`src/rtl/cmos_pkg.sv`:
```
// rtl/cmos_pkg.sv - shared state encoding and frame geometry defaults for cmos_wr_ctrl
package cmos_pkg;

  localparam int unsigned CNT_W     = 10;
  localparam int unsigned H_ACT_DEF = 640;
  localparam int unsigned V_ACT_DEF = 480;

  typedef enum logic [1:0] {
    ST_IDLE     = 2'd0,
    ST_WAIT_SOF = 2'd1,
    ST_ACTIVE   = 2'd2,
    ST_DONE     = 2'd3
  } cap_state_t;

endpackage

```
`src/rtl/cmos_wr_ctrl.sv`:
```
// rtl/cmos_wr_ctrl.sv - frame-synchronised pixel writer from capture stage into a write FIFO
module cmos_wr_ctrl
  import cmos_pkg::*;
#(
  parameter int unsigned H_ACT = H_ACT_DEF,
  parameter int unsigned V_ACT = V_ACT_DEF
) (
  input  logic                ov7670_pclk,
  input  logic                rst_n,
  input  logic [15:0]         pix_data,
  input  logic                pix_valid,
  input  logic                vsync_pos,
  input  logic                cap_en,
  input  logic                err_clr,
  input  logic                fifo_full,
  output logic                fifo_wr_en,
  output logic [15:0]         fifo_wr_data,
  output logic                frame_start,
  output logic                frame_done,
  output logic [CNT_W-1:0]    pix_x,
  output logic [CNT_W-1:0]    pix_y,
  output logic                ovf_err,
  output logic                short_err,
  output logic                busy
);

  localparam logic [CNT_W-1:0] X_LAST = CNT_W'(H_ACT - 1);
  localparam logic [CNT_W-1:0] Y_LAST = CNT_W'(V_ACT - 1);

  cap_state_t        state, state_nxt;
  logic              pix_ok;
  logic              accept;
  logic              drop;
  logic              last_pix;
  logic              restart;
  logic              short_set;
  logic [CNT_W-1:0]  x_nxt, y_nxt;

  always_ff @(posedge ov7670_pclk or negedge rst_n) begin
    if (!rst_n) state <= ST_IDLE;
    else        state <= state_nxt;
  end

  always_comb begin
    state_nxt = state;
    // vsync_pos takes priority over a coincident pixel while a frame is running
    pix_ok    = (state == ST_ACTIVE) && pix_valid && !vsync_pos;
    accept    = pix_ok && !fifo_full;
    drop      = pix_ok && fifo_full;
    last_pix  = pix_ok && (pix_x == X_LAST) && (pix_y == Y_LAST);
    restart   = vsync_pos && ((state == ST_WAIT_SOF) || (state == ST_ACTIVE));
    short_set = vsync_pos && (state == ST_ACTIVE);
    x_nxt     = pix_x;
    y_nxt     = pix_y;

    case (state)
      ST_IDLE:     if (cap_en) state_nxt = ST_WAIT_SOF;
      ST_WAIT_SOF: begin
        if (vsync_pos)    state_nxt = ST_ACTIVE;
        else if (!cap_en) state_nxt = ST_IDLE;
      end
      ST_ACTIVE:   if (last_pix) state_nxt = ST_DONE;
      ST_DONE:     state_nxt = cap_en ? ST_WAIT_SOF : ST_IDLE;
      default:     state_nxt = ST_IDLE;
    endcase

    if (restart) begin
      x_nxt = '0;
      y_nxt = '0;
    end else if (pix_ok) begin
      if (pix_x == X_LAST) begin
        x_nxt = '0;
        y_nxt = (pix_y == Y_LAST) ? '0 : pix_y + CNT_W'(1);
      end else begin
        x_nxt = pix_x + CNT_W'(1);
      end
    end
  end

  always_ff @(posedge ov7670_pclk or negedge rst_n) begin
    if (!rst_n) begin
      pix_x        <= '0;
      pix_y        <= '0;
      fifo_wr_en   <= 1'b0;
      fifo_wr_data <= '0;
      frame_start  <= 1'b0;
      frame_done   <= 1'b0;
      ovf_err      <= 1'b0;
      short_err    <= 1'b0;
    end else begin
      pix_x       <= x_nxt;
      pix_y       <= y_nxt;
      fifo_wr_en  <= accept;
      frame_start <= restart;
      frame_done  <= last_pix;
      if (accept) fifo_wr_data <= pix_data;
      // a new error event in the same cycle outranks the clear request
      if (drop)         ovf_err <= 1'b1;
      else if (err_clr) ovf_err <= 1'b0;
      if (short_set)    short_err <= 1'b1;
      else if (err_clr) short_err <= 1'b0;
    end
  end

  assign busy = (state == ST_WAIT_SOF) || (state == ST_ACTIVE);

endmodule
```
`config.mk`:
```
export PLATFORM = sky130hd
export DESIGN_NAME = cmos_wr_ctrl
export DESIGN_NICKNAME = d
export VERILOG_FILES = /design/src/rtl/cmos_pkg.sv /design/src/rtl/cmos_wr_ctrl.sv
export SDC_FILE = /design/constraint.sdc
export NUM_CORES = 1
export LEC_CHECK = 0
export BUFFER_PORTS_ARGS = -buffer_cell sky130_fd_sc_hd__clkbuf_2
export CAP_MARGIN = 10
export CORE_MARGIN = 2
export CORE_UTILIZATION = 50
export DETAILED_ROUTE_END_ITERATION = 12
export HOLD_SLACK_MARGIN = 0.15
export PLACE_DENSITY = 0.83
export SYNTH_ARGS = -nofsm -noshare
export SYNTH_HDL_FRONTEND = slang
export SYNTH_SLANG_ARGS = --single-unit
```
`constraint.sdc`:
```
create_clock -name ov7670_pclk -period 2.4 [get_ports ov7670_pclk]
set_input_delay 0.24 -clock ov7670_pclk [delete_from_list [all_inputs] [get_ports ov7670_pclk]]
set_output_delay 0.24 -clock ov7670_pclk [all_outputs]
set_load 0.05 [all_outputs]
```
==> impl_metrics.csv <==
group,metric,value,unit
critical_path,cp_data_arrival_time,2380,ps
power,p_per_area,679,nW/um^2
cells_and_area,fillCellCount,328,
critical_path,cp_top_family,"simple AND/OR/NAND/NOR gates",
critical_path,endpoint,"pix_y[7]",
cells_and_area,multi_input_area,935,um^2
cts,path_clk_slew,80,ps
floorplan,boundaryPins,65,
cells_and_area,fin_util,64.8,%
outcome,status,"complete, no violations",
synth,synth_top_area_share,52.3,%
cells_and_area,regArea,1080,um^2
synth,netlist-cell-type-count,41,
cts,h-tree-depth,2,
synth,yosysTopAreaCell,"dfrtp_1",
cells_and_area,areaGrowthSynthToFinish,25.2,%
synth,ys_seq_area_share,52.3,%
routing,routed-via-count,1673,
placement,postPlaceCellArea,2440,um^2
floorplan,die_area,4640,um^2
critical_path,cp-startpoint,"state[0]",
sta,slew_headroom,61.3,%
critical_path,r2r_slack,240,ps
critical_path,required,2620,ps
floorplan,coreArea,3970,um^2
cts,clock_path_buffers,2,
sta,fmax,464,MHz
sta,min_period_over_period,89.8,%
floorplan,die_h,68.1,um
power,ir_worst_vdd,266,uV
cts,clkSinkCount,43,
worst_hold_path,worstHoldPathCells,2,
placement,dp.final_hpwl,3190,um
sta,grt_setup_unrepaired,"no",
cts,cts_setup_buffers,0,
sta,finalSetupTns,0,ps
synth,synth_warnings,0,
routing,drtAntennaViolNets,0,
placement,gp_congestion,0.895,
synth,synth.ff_latch_count,43,
critical_path,crit_path_end_kind,"flip-flop",
synth,synth_cells,190,
power,leakage,1.27,nW
cts,clock_latency,290,ps
critical_path,cp.depth,7,
routing,avgRoutedWirePerCell,13.6,um
critical_path,crit-reg2reg-launch,"state[0]",
cells_and_area,n_antenna_cell,0,
critical_path,start_kind,"flip-flop",
synth,avgSynthCellArea,10.8,um^2
routing,totalWireLength,4270,um
cells_and_area,nets,292,
grt,grt_pass1_vias,1522,
synth,synth_area_leaders,"dfrtp_1 (52%), mux2_2 (8.8%), ha_1 (3.6%)",
grt,antenna_found_initial,0,
synth,ys.flop_type,"dfrtp_1",
critical_path,worst-path-max-fanout,5,
sta,slew_viol_final,0,
cells_and_area,fin_area,2570,um^2
routing,drt_iter0_drc,115,
placement,port_buffers,64,
sta,skew,4.41,ps
cts,cts_tree,"built",
cts,cts_resized,0,
synth,netlist_area,2060,um^2
sta,finalWorstSetupSlack,245,ps
sta,setup_viol,0,
cells_and_area,drive_above_1_share,37.9,%
critical_path,path_cells,"inv_1 > ha_1 > and4b_1 > and4_4 > nand2_2 > or4_1 > a21oi_1",
sta,finalHoldViolCount,0,
floorplan,dieWidth,68.1,um
grt,track_usage,19.8,%
routing,drt_pass1_iterations,4,
synth,async_flop_share,100,%
critical_path,cp_slowest_stage_delay,410,ps
run,drv_cap,0,
routing,drc,0,
synth,syn_nets,219,
grt,grt-ovfl-total,0,
cts,numCtsBuffers,5,
grt,grt_pass1_wl,6780,um
sta,worstMarginPinSlew,575,ps
floorplan,initial_core_util,51.8,%
floorplan,rows,23,
cts,cts-root-buf,"clkbuf_8",
worst_hold_path,hold_class,"input port to flip-flop",
critical_path,rr_endpoint,"pix_y[7]",
synth,synth_edf_count,0,
critical_path,critPathBufInv,1,
grt,grt_max_degree,44,
routing,vias_per_cell,5.33,
placement,pre_cts_slack,279,ps
sta,final.min_clock_period,2160,ps
critical_path,slowest_stage,"dfrtp_1",
critical_path,critPathKind,"flip-flop to flip-flop",
power,total_power,1.75,mW
critical_path,reg2regPathDepth,7,
[power breakdown]
group / switching (mW) / leakage, nW / total, mW / internal, mW
Sequential: 0.0291 / 0.553 / 0.812 / 0.783
Clock: 0.235 / 0.0581 / 0.544 / 0.309
Combinational: 0.291 / 0.657 / 0.394 / 0.102
Total: 0.555 / 1.27 / 1.75 / 1.19
[stage by stage]
| step | hold WS [ps] | cells |
|---|---|---|
| floorplan | -55.6 | 190 |
| global placement | 338 | 304 |
| detailed placement | 340 | 304 |
| CTS | 171 | 314 |
| global route | 171 | 314 |
| finish | 175 | 314 |
[placed cells by master (no fill, tap or decap), types with 2 or more instances in the layout]
cell type / Yosys / layout
xnor2_1: 3 / 3
nor4_1: 2 / 2
xor2_1: 6 / 6
clkbuf_2: 0 / 64
nor3_1: 4 / 4
a21oi_1: 6 / 6
o21ai_0: 13 / 13
nand4_1: 2 / 2
dlygate4sd3_1: 0 / 2
clkbuf_8: 0 / 5
or4_1: 2 / 2
nand3_1: 14 / 14
a31oi_1: 2 / 2
mux2_2: 16 / 16
mux2i_1: 2 / 2
ha_1: 6 / 6
buf_4: 1 / 2
inv_1: 8 / 8
and3b_1: 2 / 2
nand2_1: 18 / 18
nor2_1: 18 / 18
dfrtp_1: 43 / 43
[kinds of logic (layout without fill, tap and decap cells)]
family / Yosys count / in the layout / share of synthesized area (%)
buf+inv: 11 / 85 / 2.25
flops: 43 / 43 / 52.3
mux: 18 / 18 / 9.73
fa+ha+maj: 6 / 6 / 3.65
xor+xnor: 9 / 9 / 3.83
simple gates: 74 / 74 / 19.6
compound gates: 29 / 29 / 8.58
[how the worst min path moves through the flow]
| stage | slack [ps] | endpoint | startpoint |
|---|---|---|---|
| final | 170 | fifo_wr_data[13] | pix_data[13] |
| after global routing | 170 | fifo_wr_data[13] | pix_data[13] |
| after CTS | 170 | fifo_wr_data[13] | pix_data[13] |
| after detailed placement | 340 | fifo_wr_data[11] | rst_n |
| after global placement | 340 | fifo_wr_data[11] | rst_n |
| after floorplan | -60 | async pin | rst_n |
[repair_timing]
action / in CTS / in global routing
hold buffers: 2 / 0
hold endpoints to repair: 44 / 0
endpoints found under the setup margin: 0 / 0
[Yosys cell counts, drive strengths merged (2+ instances only)]
cell / count
nand3: 14
nor4: 2
buf: 2
inv: 9
dfrtp: 43
mux2: 16
xnor2: 3
and4: 2
or4: 3
ha: 6
a31oi: 2
and3b: 2
nor2: 19
xor2: 6
a21oi: 6
mux2i: 2
nor3: 4
nand2: 19
nand4: 4
o21ai: 14
[worst register-to-register path: cells and delay by family (launching register included)]
kind            cells  cell delay, ps
simple gates        4            1150
flops               1             410
fa+ha+maj           1             240
compound gates      1             150
buf+inv             1             120
[area by class of cell]
| class | instances | area share (%) |
|---|---|---|
| clock buffer | 5 | 2.67 |
| clock inverter | 3 | 1.70 |
| inverter | 9 | 1.31 |
| multi-input combinational | 136 | 36.3 |
| sequential | 43 | 41.8 |
| tap | 50 | 2.43 |
| timing repair buffer | 68 | 13.8 |
[sequential cells by signal, indices dropped and copies added (netlist names), named ones only]
register	cells
frame_done	1
fifo_wr_en	1
state	1
ovf_err	1
pix_x	10
pix_y	10
short_err	1
fifo_wr_data	16
frame_start	1
[layer usage]
layer,track usage [%],share of wire [%]
met4,7.75,1.0
met1,25.1,44
met2,33.0,46
met5,0,0
met3,4.28,8.7
(Power assumes the default switching activity.)
